==> src/rtl/baud_pkg.sv <==
// baud_pkg: rate table, divisor arithmetic and autobaud state encoding for baud_ctrl.
// Latency: n/a (constants and elaboration-time functions only).
// Backpressure: n/a.
package baud_pkg;

  function automatic int unsigned baud_rate(input logic [2:0] sel);
    case (sel)
      3'd0:    return 1200;
      3'd1:    return 2400;
      3'd2:    return 4800;
      3'd3:    return 9600;
      3'd4:    return 19200;
      3'd5:    return 38400;
      3'd6:    return 57600;
      default: return 115200;
    endcase
  endfunction

  function automatic int unsigned baud_div(input int unsigned clk_freq,
                                           input int unsigned baud,
                                           input int unsigned oversample);
    return clk_freq / (baud * oversample);
  endfunction

  typedef enum logic [2:0] {
    IDLE,
    WAIT_IDLE,
    WAIT_START,
    MEASURE,
    DONE
  } ab_state_t;

endpackage

==> src/rtl/tick_gen.sv <==
// tick_gen: programmable divide-by-divisor counter emitting a one-cycle tick.
// Latency: tick registered one cycle after the count reaches divisor-1; clear zeroes count and tick.
// Backpressure: none, tick is a free-running pulse.
module tick_gen #(
  parameter int DIV_WIDTH = 32
) (
  input  logic                 clk,
  input  logic                 reset,
  input  logic [DIV_WIDTH-1:0] divisor,
  input  logic                 clear,
  output logic                 tick
);

  logic [DIV_WIDTH-1:0] cnt;
  logic                 wrap;

  assign wrap = (cnt == divisor - DIV_WIDTH'(1));

  always_ff @(posedge clk) begin
    if (reset || clear) begin
      cnt  <= '0;
      tick <= 1'b0;
    end else begin
      tick <= wrap;
      cnt  <= wrap ? '0 : cnt + DIV_WIDTH'(1);
    end
  end

endmodule

==> src/rtl/baud_ctrl.sv <==
// baud_ctrl: table- or autobaud-selected divisor driving the oversampling UART tick (autobaud under BAUD_CTRL_AUTOBAUD_EN).
// Latency: rate_load -> divisor/counter clear two edges later; autobaud result lands one edge after DONE.
// Backpressure: none; rate_load/auto_start are single-cycle pulses, auto_start dropped while busy.
module baud_ctrl
  import baud_pkg::*;
#(
  parameter int CLK_FREQ    = 100000000,
  parameter int OVERSAMPLE  = 16,
  parameter int DIV_WIDTH   = 32,
  parameter int DEFAULT_SEL = 3,
  parameter int MIN_DIV     = 4
) (
  input  logic                 clk,
  input  logic                 reset,
  input  logic                 rx,
  input  logic [2:0]           rate_sel,
  input  logic                 rate_load,
  input  logic                 auto_start,
  output logic [DIV_WIDTH-1:0] divisor,
  output logic                 tick,
  output logic                 busy,
  output logic                 locked,
  output logic                 err
);

  localparam logic [DIV_WIDTH-1:0] DIV_TAB [8] = '{
    DIV_WIDTH'(baud_div(CLK_FREQ, baud_rate(3'd0), OVERSAMPLE)),
    DIV_WIDTH'(baud_div(CLK_FREQ, baud_rate(3'd1), OVERSAMPLE)),
    DIV_WIDTH'(baud_div(CLK_FREQ, baud_rate(3'd2), OVERSAMPLE)),
    DIV_WIDTH'(baud_div(CLK_FREQ, baud_rate(3'd3), OVERSAMPLE)),
    DIV_WIDTH'(baud_div(CLK_FREQ, baud_rate(3'd4), OVERSAMPLE)),
    DIV_WIDTH'(baud_div(CLK_FREQ, baud_rate(3'd5), OVERSAMPLE)),
    DIV_WIDTH'(baud_div(CLK_FREQ, baud_rate(3'd6), OVERSAMPLE)),
    DIV_WIDTH'(baud_div(CLK_FREQ, baud_rate(3'd7), OVERSAMPLE))
  };

  logic                 load_pend;
  logic [2:0]           load_sel;
  logic [DIV_WIDTH-1:0] div_q;
  logic                 div_we;
  logic                 ab_we;
  logic [DIV_WIDTH-1:0] ab_div;

  // The table load is staged one edge so the divisor and counter clear land together.
  always_ff @(posedge clk) begin
    if (reset) begin
      load_pend <= 1'b0;
      load_sel  <= '0;
    end else begin
      load_pend <= rate_load;
      if (rate_load) load_sel <= rate_sel;
    end
  end

  assign div_we = load_pend | ab_we;

  always_ff @(posedge clk) begin
    if (reset)          div_q <= DIV_TAB[3'(DEFAULT_SEL)];
    else if (load_pend) div_q <= DIV_TAB[load_sel];
    else if (ab_we)     div_q <= ab_div;
  end

  assign divisor = div_q;

  tick_gen #(
    .DIV_WIDTH(DIV_WIDTH)
  ) u_tick_gen (
    .clk    (clk),
    .reset  (reset),
    .divisor(div_q),
    .clear  (div_we),
    .tick   (tick)
  );

`ifdef BAUD_CTRL_AUTOBAUD_EN
  localparam int OS_LOG = $clog2(OVERSAMPLE);
  localparam int MW     = DIV_WIDTH + OS_LOG;

  logic              rx_m, rx_s;
  ab_state_t         state, state_nxt;
  logic [MW-1:0]     meas, meas_nxt;
  logic [DIV_WIDTH:0] quot;
  logic              busy_q, locked_q, err_q;
  logic              locked_nxt, err_nxt, in_meas;

  always_ff @(posedge clk) begin
    if (reset) begin
      rx_m <= 1'b1;
      rx_s <= 1'b1;
    end else begin
      rx_m <= rx;
      rx_s <= rx_m;
    end
  end

  // Extra top bit catches a rounded result that no longer fits the divisor.
  assign quot    = (DIV_WIDTH+1)'(({1'b0, meas} + (MW+1)'(OVERSAMPLE/2)) >> OS_LOG);
  assign ab_div  = quot[DIV_WIDTH-1:0];
  assign in_meas = (state == WAIT_IDLE) || (state == WAIT_START) || (state == MEASURE);

  always_comb begin
    state_nxt  = state;
    meas_nxt   = meas;
    locked_nxt = locked_q;
    err_nxt    = err_q;
    ab_we      = 1'b0;
    if (rate_load) begin
      state_nxt  = IDLE;
      locked_nxt = 1'b0;
      err_nxt    = 1'b0;
    end else begin
      case (state)
        IDLE: if (auto_start) begin
          state_nxt  = WAIT_IDLE;
          locked_nxt = 1'b0;
          err_nxt    = 1'b0;
        end
        WAIT_IDLE:  if (rx_s) state_nxt = WAIT_START;
        WAIT_START: if (!rx_s) begin
          state_nxt = MEASURE;
          meas_nxt  = MW'(1);
        end
        MEASURE: begin
          if (rx_s) begin
            state_nxt = DONE;
          end else if (meas == '1) begin
            state_nxt = IDLE;
            err_nxt   = 1'b1;
          end else begin
            meas_nxt = meas + MW'(1);
          end
        end
        DONE: begin
          state_nxt = IDLE;
          if (!quot[DIV_WIDTH] && (quot >= (DIV_WIDTH+1)'(MIN_DIV))) begin
            ab_we      = 1'b1;
            locked_nxt = 1'b1;
          end else begin
            err_nxt = 1'b1;
          end
        end
        default: state_nxt = IDLE;
      endcase
    end
  end

  always_ff @(posedge clk) begin
    if (reset) begin
      state    <= IDLE;
      meas     <= '0;
      busy_q   <= 1'b0;
      locked_q <= 1'b0;
      err_q    <= 1'b0;
    end else begin
      state    <= state_nxt;
      meas     <= meas_nxt;
      busy_q   <= in_meas;
      locked_q <= locked_nxt;
      err_q    <= err_nxt;
    end
  end

  assign busy   = busy_q;
  assign locked = locked_q;
  assign err    = err_q;
`else
  logic unused_ab;

  assign unused_ab = ^{rx, auto_start, (MIN_DIV > 0)};
  assign ab_we     = 1'b0;
  assign ab_div    = '0;
  assign busy      = 1'b0;
  assign locked    = 1'b0;
  assign err       = 1'b0;
`endif

endmodule
==> config.mk <==
export PLATFORM = sky130hd
export DESIGN_NAME = baud_ctrl
export DESIGN_NICKNAME = d
export VERILOG_FILES = /design/src/rtl/baud_pkg.sv /design/src/rtl/tick_gen.sv /design/src/rtl/baud_ctrl.sv
export SDC_FILE = /design/constraint.sdc
export NUM_CORES = 1
export LEC_CHECK = 0
export BUFFER_PORTS_ARGS = -buffer_cell sky130_fd_sc_hd__clkbuf_2
export CORE_MARGIN = 10
export CORE_UTILIZATION = 61
export DETAILED_ROUTE_END_ITERATION = 8
export PLACE_DENSITY = 0.85
export SYNTH_ARGS = -nofsm -noshare
export SYNTH_HDL_FRONTEND = slang
export SYNTH_SLANG_ARGS = --single-unit
==> constraint.sdc <==
create_clock -name clk -period 4.3 [get_ports clk]
set_input_delay 0.215 -clock clk [delete_from_list [all_inputs] [get_ports clk]]
set_output_delay 0.215 -clock clk [all_outputs]
set_load 0.03 [all_outputs]
# Word-level counts from Yosys, hierarchy flattened
# Memories as Yosys holds them, arrays and structs flattened. A register that Yosys moved wholly into a read port is not among the register bits.
# Index checks and enable logic that the tools add are counted.
[totals]
ff_bits = 37
input_bits = 8
out_inout_bits = 36
elab_cells = 11
mem_count = 1
rom_bits = 256
[classes]
add_sub_neg = 2
eq_ne = 1
bitwise = 1
reduce_logical = 2
[memory_table]
columns = ["memory", "depth", "width", "read_ports", "rd_ports_with_merged_regs", "write_ports", "line", "rtl"]
rows = [
  ["(name not given)", 8, 32, 1, 1, 0, "baud_ctrl.sv:59", "else if (load_pend) div_q <= DIV_TAB[load_sel];"],
]
[op_table]
columns = ["cell", "count"]
rows = [
  ["$add A32 B1 Y32 const B", 1],
  ["$eq A32 B32 Y1", 1],
  ["$sub A32 B1 Y32 const B", 1],
  ["$not A3 Y4", 1],
  ["$reduce_or A2 Y1", 1],
  ["$logic_or A1 B1 Y1", 1],
]

# Logic depth before layout (Yosys ltp)
# Gate-level depths: netlist of the first run.
[depth]
depth_word = 3
depth_mapped = 13
ltp_nobuf = 12

# Cells and area by module
# From an unflattened synthesis of the first run, not the netlist that was laid out.
[unflattened]
cells_unflattened = 446
area_unflattened_um2 = 3946.3
[modules_own_cells]
columns = ["module", "seq_area_each_um2", "n_inst", "area_each_um2", "cells_per_inst"]
rows = [
  ["tick_gen", 660.6, 1, 2986.6, 340],
  ["baud_ctrl", 340.3, 1, 959.7, 106],
]

# Worst setup path before layout of the first run
# Ideal clock, no wire load.
[synth_path]
path_kind = "flip-flop to flip-flop"
from = "register div_q[0] (netlist: divisor[0])"
to = "register u_tick_gen.cnt[1]"
path_stages_with_launch = 13
setup_ns = 0.115
n_path_buf = 0
synth_period_minus_slack_ns = 3.074
required_ns = 4.185
path_slack_ns = 1.226
arrival_time_ns = 2.959
cell_sequence = "dfxtp_1 inv_1 ha_1 nor4b_1 nand2_1 nor2_1 ha_1 xor2_1 nand3_1 nor4_1 nand4_1 or4_1 and3_1"
[synth_between]
elab_chain_len = 3
[synth_rtl]
columns = ["element", "line", "rtl"]
rows = [
  ["start: declaration", "baud_ctrl.sv:39", "logic [DIV_WIDTH-1:0] div_q;"],
  ["$sub A32 B1 Y32", "tick_gen.sv:17", "assign wrap = (cnt == divisor - DIV_WIDTH'(1));"],
  ["$eq A32 B32 Y1", "tick_gen.sv:17", ""],
  ["$reduce_or A2 Y1 (no source line)", "n/a", ""],
  ["end signal: assignment", "tick_gen.sv:25", "cnt <= wrap ? '0 : cnt + DIV_WIDTH'(1);"],
  ["end: declaration", "tick_gen.sv:14", "logic [DIV_WIDTH-1:0] cnt;"],
]
# No other way between the ends.
# A chain may end at the register's enable or synchronous reset.

# Final worst setup path of the first run
[layout_path]
from = "register div_q[0] (netlist: divisor[0])"
to = "register u_tick_gen.cnt[19]"
# The elaborated chain is that of the path after synthesis.

==> results.yml, run 1 <==
outcome:
  status: "complete, no violations"
detailed_routing:
  antenna_left: 0
  firstDrtPassIters: 4
  dr_total_vias: 2303
  routed_wirelength_mm: 5.99
  detail_route.iter0.violations: 136
  drt-wirelength-per-cell_um: 14.4
  mean_number_of_vias_per_cell: 5.54
  drc: 0
power_and_ir_drop:
  power-per-cell-area_nw_per_um2: 301
  leakagePower_nw: 1.12
  vdd_ir_drop_max_mv: 0.226
  fin_total_pwr_mw: 0.919
sta:
  timing.final.crit_share: 0.791
  hold_ws_ns: 0.142
  worst_slew_margin_rel: 0.412
  fin_crit_ns: 3.40
  setup_viol_count_final: 0
  final_hold_viol_count: 0
  max_freq_ghz: 0.294
  setup_total_negative_slack_ns: 0
  timing.final.max_slew_violations: 0
  timing.clock.skew_ns: 0.00387
  rsz0062_at_grt: "false"
  timing_worst_slew_pin_value_ns: 0.874
final_layout:
  fin_nets: 378
  combined_area_of_the_multi_input_logic_cells_um2: 1740
  inserted_diodes: 0
  post_route_cells_drive_above_1_share: 0.0994
  fillcell_total: 395
  flow.area_growth_from_synthesis_pct: 3.78
  regArea_um2: 1000
  postLayoutCoreUtil: 0.652
worst_setup_path:
  setup.worst_path.end: "u_tick_gen.cnt[19]$_SDFF_PP0_"
  required_ns: 4.50
  crit_path_start: "divisor[0]$_SDFFE_PP1P_"
  origin_of_the_critical_flop_to_flop_path: "divisor[0]$_SDFFE_PP1P_"
  path_class: "reg2reg"
  r2r_slack_ns: 0.90
  crit_path_start_kind: "register"
  reg2reg_to: "u_tick_gen.cnt[19]$_SDFF_PP0_"
  worstSetupEndpointType: "register"
  r2r_cells: 13
  timing.critical_path.arrival_ns: 3.60
  crit_path_max_fanout: 31
clock_network:
  clock_insertion_delay_worst_skew_ns: 0.31
  cts.clk_slew.worst_paths_ns: 0.09
  cts_resized: 0
  numClockSinks: 50
  post-cts-setup-buffers: 0
  clk_path_buf_depth: 2
  numCtsBuffers: 5
  cts_tree: "built"
  postCtsHoldBufs: 0
  htree_levels: 2
  clock-root-buffer: "clkbuf_8"
yosys:
  netlist_area_before_placement_um2: 2950
  postSynthCellCount: 348
  async_reset_ff_frac: 0
  synth_enable_flop_cells: 0
  yosys.cell_types.count: 44
  synth.yosys.seq_area_share: 0.340
  ys_ff_latch: 50
  post_synth.cell_area_avg_um2: 8.47
  yosys_warnings: 0
  synth_top_flop_cell: "dfxtp_1"
floorplanning:
  die-area_um2: 8010
  die_h_um: 89.5
  die-width_um: 89.5
  row_count: 25
  coreArea_um2: 4690
  initial_core_util: 0.628
  io_pins: 44
placement:
  detailed_place_hpwl_mm: 4.53
  port_buffer_cells: 19
  place.gp.congestion: 0.878
grt:
  largest_net_degree_at_the_start_of_global_routing: 32
  grt_pass1_vias: 2150
  initial_antenna_violation_count: 0
  grt_pass1_wl_mm: 9.87
  track_usage: 0.156
  gr_ovfl_total: 0
worst_hold_path:
  hp-class: "in2reg"
run:
  max-cap-violations: 0
==> cells by family (layout without fill, tap and decap cells) <==
group / count (synthesis) / after routing / synth area share
mux: 15 / 15 / 0.0510
fa+ha+maj: 9 / 9 / 0.0382
other cells: 1 / 22 / 0.00127
simple gates: 150 / 150 / 0.256
xor+xnor: 48 / 48 / 0.143
buf+inv: 48 / 41 / 0.0972
flops: 50 / 50 / 0.340
compound gates: 27 / 27 / 0.0735
==> placed cells by master, fill, tap and decap left out, drive strengths merged, types with 6 or more instances in the layout <==
master  Yosys  final
inv        12     12
nor3       11     11
a211oi      7      7
conb        1     22
nor2       65     65
xor2       18     18
dfxtp      50     50
nand2      16     16
a21oi       6      6
nand4      11     11
nand3      15     15
nor4        6      6
or4         8      8
ha          9      9
mux2i      15     15
xnor2      30     30
clkbuf      7     25
==> stage by stage <==
stage	std cells	setup slack, ns	instance area (um^2)
4_1_cts	416	0.906	3060
6_report	416	0.898	3060
3_3_place_gp	408	0.990	2960
2_1_floorplan	369	1.23	3030
3_5_place_dp	408	0.959	2960
5_1_grt	416	0.624	3060
==> how the worst min path moves through the flow <==
stage / start / end / depth (start not counted)
CTS: rate_sel[0] / load_sel[0]$_SDFFE_PP0P_ / 3
detailed placement: rate_sel[2] / load_sel[2]$_SDFFE_PP0P_ / 3
floorplan: rate_load / div_we$_SDFF_PP0_ / 1
global route: rate_sel[2] / load_sel[2]$_SDFFE_PP0P_ / 3
finish: rate_sel[2] / load_sel[2]$_SDFFE_PP0P_ / 3
global placement: rate_sel[2] / load_sel[2]$_SDFFE_PP0P_ / 3
==> state kept, by name, summed over array words and instances, names as in the netlist <==
| register | flops |
|---|---|
| divisor | 13 |
| u_tick_gen.tick | 1 |
| load_sel | 3 |
| u_tick_gen.cnt | 32 |
| div_we | 1 |
==> layout make-up <==
class,instances,area share
multi-input cells,271,0.568
flip-flops and latches,50,0.327
repair buffers,20,0.0336
clock buffers,6,0.0270
well taps,54,0.0221
inverters,13,0.0160
clock inverters,2,0.00573
==> critical path, cell delays in order (launching register included) <==
cell     delay [ns]
dfxtp_1        0.40
inv_1          0.09
ha_1           0.23
nor4b_1        0.45
nand2_1        0.16
nor2_1         0.17
ha_1           0.25
xor2_1         0.14
nand3_1        0.09
nor4_1         0.28
nand4_1        0.24
o41ai_4        0.36
buf_4          0.35
nor2_1         0.09
==> layer usage <==
| layer | part of all wire | vias up | wire [um] | track usage |
|---|---|---|---|---|
| li1 | - | 1177 | - | - |
| met1 | 0.46 | 1070 | 2730 | 0.187 |
| met2 | 0.48 | 49 | 2890 | 0.261 |
| met3 | 0.049 | 7 | 293 | 0.0365 |
| met4 | 0.012 | 0 | 73 | 0.0650 |
| met5 | 0 | - | 0 | 0 |
==> Yosys cell counts (5+ instances only) <==
cell type	instances	share of area
nand3_1	15	0.025
nand4_1	11	0.023
mux2i_1	15	0.051
dfxtp_1	50	0.34
a211oi_1	7	0.018
nand2_1	16	0.020
ha_1	9	0.038
xor2_1	18	0.054
inv_1	12	0.015
nor4_1	5	0.011
buf_4	22	0.056
nor3_1	11	0.019
a21oi_1	6	0.010
or4_1	5	0.013
xnor2_1	30	0.089
clkbuf_1	7	0.0089
nor2_1	65	0.083
==> where the power goes <==
| group | leakage (nW) | internal, mW | total (mW) | switching (mW) |
|---|---|---|---|---|
| clock | 0.0514 | 0.133 | 0.293 | 0.160 |
| combinational | 0.659 | 0.0402 | 0.126 | 0.0853 |
| sequential | 0.407 | 0.475 | 0.501 | 0.0260 |
| total | 1.12 | 0.648 | 0.919 | 0.272 |
No activity file was read; power rests on OpenSTA's default activity.
==> inputs of run 2 (changes only) <==
--- a/config.mk
+++ b/config.mk
@@ -5,11 +5,12 @@
 export SDC_FILE = /design/constraint.sdc
 export NUM_CORES = 1
 export LEC_CHECK = 0
+export ABC_AREA = 1
 export BUFFER_PORTS_ARGS = -buffer_cell sky130_fd_sc_hd__clkbuf_2
 export CORE_MARGIN = 10
-export CORE_UTILIZATION = 61
+export CORE_UTILIZATION = 53
 export DETAILED_ROUTE_END_ITERATION = 8
-export PLACE_DENSITY = 0.85
+export PLACE_DENSITY = 0.77
 export SYNTH_ARGS = -nofsm -noshare
 export SYNTH_HDL_FRONTEND = slang
 export SYNTH_SLANG_ARGS = --single-unit
==> constraint.sdc (replaced) <==
create_clock -name clk -period 2.9 [get_ports clk]
set_input_delay 0.145 -clock clk [delete_from_list [all_inputs] [get_ports clk]]
set_output_delay 0.145 -clock clk [all_outputs]
set_load 0.03 [all_outputs]
==> run 2 against run 1 <==
Sequential cell count did not move. Register-to-register slack lost 0.65 ns. Synthesized area grew 13%. Fmax is 28% higher. Synthesized cell count is 41% higher. Wire length is 23% higher. Largest power group unchanged.
==> results.yml, run 2 <==
final_layout:
  max_ffs_per_register: 32
  inserted_diodes: 0
  finish.cell_count_without_fillers: 586
  final_common_cell: "nand2_1"
  post_route_cells_drive_above_1_share: 0.129
  postLayoutCellArea_um2: 3470
  flow.area_growth_from_synthesis_pct: 4.32
  postLayoutCoreUtil: 0.576
  final_cell_mix: "97 x nand2_1, 77 x inv_1, 68 x nor2_1, 50 x dfxtp_1, 32 x xor2_1"
  registers.top_by_ff_count: "u_tick_gen.cnt"
  fin_nets: 528
floorplanning:
  io_pins: 44
  die_h_um: 99.3
  coreArea_um2: 6030
  die-area_um2: 9850
  die-width_um: 99.3
  row_count: 28
  initial_core_util: 0.553
worst_setup_path:
  r2r_cells: 15
  required_ns: 3.08
  origin_of_the_critical_flop_to_flop_path: "divisor[0]$_SDFFE_PP1P_"
  worstSetupEndpointType: "register"
  crit_path_max_fanout: 32
  path_class: "reg2reg"
  timing.critical_path.arrival_ns: 2.84
  reg2reg_to: "u_tick_gen.cnt[22]$_SDFF_PP0_"
  crit_path_start_kind: "register"
  r2r_slack_ns: 0.24
clock_network:
  cts.clk_slew.worst_paths_ns: 0.10
  cts_resized: 0
  numCtsBuffers: 5
  post-cts-setup-buffers: 0
  cts_tree: "built"
  clk_path_buf_depth: 2
  clock_insertion_delay_worst_skew_ns: 0.31
  clock-root-buffer: "clkbuf_8"
  htree_levels: 2
  postCtsHoldBufs: 0
  numClockSinks: 50
worst_hold_path:
  holdPathStages: 3
  min_from: "rate_load"
  hp-class: "in2reg"
  min_to: "div_we$_SDFF_PP0_"
yosys:
  yosys.cell_types.count: 35
  synth_top_area_cell: "dfxtp_1"
  netlist_top_cells_area: "dfxtp_1 30%, nand2_1 11%, inv_1 8.7%"
  yosys_warnings: 0
  synth_top_flop_cell: "dfxtp_1"
  synthMostInstantiatedCell: "nand2_1"
  synth.yosys.seq_area_share: 0.301
  netlist_area_before_placement_um2: 3330
  postSynthCellCount: 491
  synth_enable_flop_cells: 0
  synth_top_cell_area_share: 0.301
  async_reset_ff_frac: 0
  ys_ff_latch: 50
  post_synth.cell_area_avg_um2: 6.78
  netlist_top_cells_count: "97 x nand2_1, 77 x inv_1, 68 x nor2_1, 50 x dfxtp_1, 32 x xor2_1"
run:
  max-cap-violations: 0
power_and_ir_drop:
  vdd_ir_drop_max_mv: 0.288
  leakagePower_nw: 1.52
  power-per-cell-area_nw_per_um2: 388
grt:
  grt_pass1_vias: 2673
  initial_antenna_violation_count: 0
  track_usage: 0.150
  grt_pass1_wl_mm: 12.5
  largest_net_degree_at_the_start_of_global_routing: 33
  gr_ovfl_total: 0
placement:
  detailed_place_hpwl_mm: 5.82
  place_inst: 579
  port_buffer_cells: 19
  detailed_place.area_um2: 3390
  place.gp.congestion: 0.905
detailed_routing:
  detail_route.iter0.violations: 247
  drt-wirelength-per-cell_um: 12.6
  antenna_left: 0
  drc: 0
  firstDrtPassIters: 5
  routed_wirelength_mm: 7.37
  mean_number_of_vias_per_cell: 5.00
  dr_total_vias: 2929
sta:
  timing.final.crit_share: 0.916
  setup_total_negative_slack_ns: 0
  final_hold_viol_count: 0
  max_freq_ghz: 0.376
  setup_viol_count_final: 0
  fin_crit_ns: 2.66
  rsz0062_at_grt: "false"
  timing.final.max_slew_violations: 0
  hold_ws_ns: 0.105
  timing.clock.skew_ns: 0.0103
outcome:
  status: "complete, no violations"
[run 2: kinds of logic after synthesis]
logic type	synth area share
other cells	0.00113
xor+xnor	0.103
simple gates	0.340
buf+inv	0.153
compound gates	0.0680
fa+ha+maj	0.0338
flops	0.301
[run 2: worst max-delay path: stages, from the launching register on]
cell and delay, ns:
dfxtp_1 0.38, inv_2 0.11, ha_1 0.20, nand3_2 0.14, nor3_1 0.22, ha_1 0.27, xor2_1 0.12, o21ai_0 0.11
nor2_1 0.11, nand2_1 0.06, nor2_1 0.09, nand2_1 0.06, nor2_2 0.09, nand3_2 0.12, nand2_4 0.36, nor2_1 0.07
[run 2: through the flow]
stage                     total power [mW]  setup slack (ns)
after detailed placement             0.943             0.262
after global routing                  1.41           0.00988
after global placement               0.939             0.320
after CTS                             1.35             0.229
after floorplan                      0.928             0.490
final                                 1.35             0.244
[run 2: where the power goes]
part	total, mW	internal (mW)	switching [mW]
clock	0.416	0.172	0.245
combinational	0.198	0.0503	0.147
sequential	0.732	0.704	0.0281
total	1.35	0.926	0.420
[run 2: layer usage]
layer	vias up	share of wire	global-route usage
met3	5	0.080	0.0394
li1	1511	-	-
met5	-	0	0
met2	105	0.44	0.235
met4	0	0.0088	0.0331
met1	1308	0.47	0.202
[run 2: final cells by class]
| type | instances | area (um^2) |
|---|---|---|
| clock buffers | 5 | 68.8 |
| repair buffers | 19 | 95.1 |
| flip-flops and latches | 50 | 1000 |
| fillers | 582 | 2550 |
| clock inverters | 2 | 17.5 |
| well taps | 75 | 93.8 |
| inverters | 80 | 300 |
| multi-input cells | 355 | 1900 |
[run 2: worst max path at each step]
stage,to,cells after the start,from
after global routing,u_tick_gen.cnt[26]$_SDFF_PP0_,15,divisor[0]$_SDFFE_PP1P_
final,u_tick_gen.cnt[22]$_SDFF_PP0_,15,divisor[0]$_SDFFE_PP1P_
after CTS,u_tick_gen.cnt[19]$_SDFF_PP0_,15,divisor[0]$_SDFFE_PP1P_
after detailed placement,u_tick_gen.cnt[28]$_SDFF_PP0_,15,divisor[0]$_SDFFE_PP1P_
after floorplan,u_tick_gen.cnt[15]$_SDFF_PP0_,16,divisor[0]$_SDFFE_PP1P_
after global placement,u_tick_gen.cnt[20]$_SDFF_PP0_,15,divisor[0]$_SDFFE_PP1P_
==> inputs of run 3 (changes only) <==
--- a/config.mk
+++ b/config.mk
@@ -5,10 +5,11 @@
 export SDC_FILE = /design/constraint.sdc
 export NUM_CORES = 1
 export LEC_CHECK = 0
-export ABC_AREA = 1
+export ABC_AREA = 0
 export BUFFER_PORTS_ARGS = -buffer_cell sky130_fd_sc_hd__clkbuf_2
 export CORE_MARGIN = 10
-export CORE_UTILIZATION = 53
+export CORE_UTILIZATION = 52
+export CTS_CLUSTER_DIAMETER = 40
 export DETAILED_ROUTE_END_ITERATION = 8
 export PLACE_DENSITY = 0.77
 export SYNTH_ARGS = -nofsm -noshare
==> run 3 against run 2 <==
First-iteration DRC count is 56% lower. Global-route usage is 0.79 points lower. Critical path depth is 6 lower. Die area is 7.9% lower. Core utilization is 2.8 points higher. Register-to-register slack worse by 0.18 ns. Non-clock buffer count is 21 higher. Critical endpoint is now u_tick_gen.cnt[3]$_SDFF_PP0_.
==> results.yml, run 3 (same netlist as run 1, synthesis figures left out) <==
detailed_routing:
  antenna_left: 0
  mean_number_of_vias_per_cell: 5.30
  drt-wirelength-per-cell_um: 14.8
  detail_route.iter0.violations: 109
  firstDrtPassIters: 4
  routed_wirelength_mm: 6.74
  dr_total_vias: 2405
  drc: 0
clock_network:
  clock_insertion_delay_worst_skew_ns: 0.30
  clock-root-buffer: "clkbuf_8"
  clk_path_buf_depth: 2
  numCtsBuffers: 5
  htree_levels: 2
  cts.clk_slew.worst_paths_ns: 0.09
  numClockSinks: 50
  postCtsHoldBufs: 0
  cts_tree: "built"
floorplanning:
  die-width_um: 95.3
  coreArea_um2: 5510
  die-area_um2: 9080
  row_count: 27
  io_pins: 44
  initial_core_util: 0.535
  die_h_um: 95.3
worst_hold_path:
  hp-class: "in2reg"
sta:
  setup_total_negative_slack_ns: 0
  setup_viol_count_final: 0
  rsz0062_at_grt: "true"
  timing.final.crit_share: 0.978
  timing.final.max_slew_violations: 0
  final_hold_viol_count: 0
  timing_worst_slew_pin_value_ns: 0.695
  max_freq_ghz: 0.353
  fin_crit_ns: 2.84
  timing.clock.skew_ns: 0.00597
  worst_slew_margin_rel: 0.533
worst_setup_path:
  critPathBufInv: 3
  cp_top_family: "simple AND/OR/NAND/NOR gates"
  timing.critical_path.arrival_ns: 3.03
  path_class: "reg2reg"
  crit_path_max_fanout: 16
  crit_path_start_kind: "register"
  worstSetupEndpointType: "register"
  required_ns: 3.09
  critical_path.slowest_cell: "or4_4"
  slowest_delay_ns: 0.58
  crit_path_frequent_cell: "or4_4"
  path_cells: "buf_6, or4_4, nor4_4, mux2i_1, or4_4, o41ai_4, buf_4, buf_12, nor2_1"
grt:
  grt_pass1_wl_mm: 10.5
  gr_ovfl_total: 0
  largest_net_degree_at_the_start_of_global_routing: 32
  grt_pass1_vias: 2253
  initial_antenna_violation_count: 0
  track_usage: 0.142
final_layout:
  inserted_diodes: 0
  post_route_cells_drive_above_1_share: 0.173
  max_ffs_per_register: 32
  fillcell_total: 466
  final_common_cell: "nor2_1"
  final_cell_mix: "65 x nor2_1, 48 x dfxtp_1, 30 x xnor2_1, 22 x conb_1, 19 x clkbuf_2"
  registers.top_by_ff_count: "u_tick_gen.cnt"
  fin_nets: 398
  finish.cell_count_without_fillers: 454
  postLayoutCoreUtil: 0.605
  flow.area_growth_from_synthesis_pct: 13.0
placement:
  detailed_place_hpwl_mm: 4.87
  place.gp.congestion: 0.899
  port_buffer_cells: 19
  place_inst: 441
run:
  max-cap-violations: 0
power_and_ir_drop:
  power-per-cell-area_nw_per_um2: 432
  vdd_ir_drop_max_mv: 0.310
  leakagePower_nw: 1.25
outcome:
  status: "complete, no violations"
==> run 3: repair_timing <==
item,CTS,global route
setup buffers,0,3
resized for setup,0,9
setup endpoints to repair,0,33
hold endpoints to repair,0,0
==> run 3: worst paths after layout <==
kind / slack, ns / to / startpoint / depth (start not counted)
hold reg to reg: 0.49 / u_tick_gen.cnt[0]$_SDFF_PP0_ / u_tick_gen.cnt[0]$_SDFF_PP0_ / 1
setup / recovery: 0.06 / u_tick_gen.cnt[3]$_SDFF_PP0_ / divisor[0]$_SDFFE_PP1P_ / 9
setup reg to reg: 0.06 / u_tick_gen.cnt[3]$_SDFF_PP0_ / divisor[0]$_SDFFE_PP1P_ / 9
hold / removal: 0.09 / load_sel[2]$_SDFFE_PP0P_ / rate_sel[2] / 3
==> run 3: stage by stage <==
stage | worst slack (ns) | hold slack [ns] | cell area (um^2) | power [mW]
global route | -0.0198 | 0.126 | 3330 | 1.50
floorplan | 0.0413 | 0.273 | 3040 | 0.929
detailed placement | 0.101 | 0.399 | 3120 | 0.962
CTS | 0.0436 | 0.0874 | 3230 | 1.43
finish | 0.0648 | 0.0923 | 3330 | 1.44
global placement | 0.154 | 0.387 | 3120 | 0.958
==> run 3: tightest hold or removal path, delay by kind of cell <==
family	cells	cell delay, ns
buf+inv	1	0.08
mux	1	0.05
simple gates	1	0.08
==> run 3: final cells by class <==
class                      instances  area, um^2  share of cell area
timing repair buffer              40         294              0.0883
clock buffer                       5        68.8              0.0207
clock inverter                     3        40.0              0.0120
inverter                          13        48.8              0.0147
multi-input combinational        271        1780               0.536
tap                               72        90.1              0.0271
sequential                        50        1000               0.301
==> run 3: where the power goes <==
| part | total (mW) | internal, mW | switching [mW] | leakage (nW) |
|---|---|---|---|---|
| clock | 0.473 | 0.254 | 0.219 | 0.0579 |
| combinational | 0.230 | 0.0837 | 0.146 | 0.782 |
| sequential | 0.737 | 0.704 | 0.0325 | 0.406 |
| total | 1.44 | 1.04 | 0.398 | 1.25 |
==> run 3: metal layers <==
| layer | GRT usage | part of all wire | vias up |
|---|---|---|---|
| met5 | 0 | 0 | - |
| met4 | 0.0362 | 0.0062 | 0 |
| met3 | 0.0353 | 0.052 | 5 |
| met2 | 0.251 | 0.50 | 44 |
| met1 | 0.169 | 0.44 | 1147 |
| li1 | - | - | 1209 |
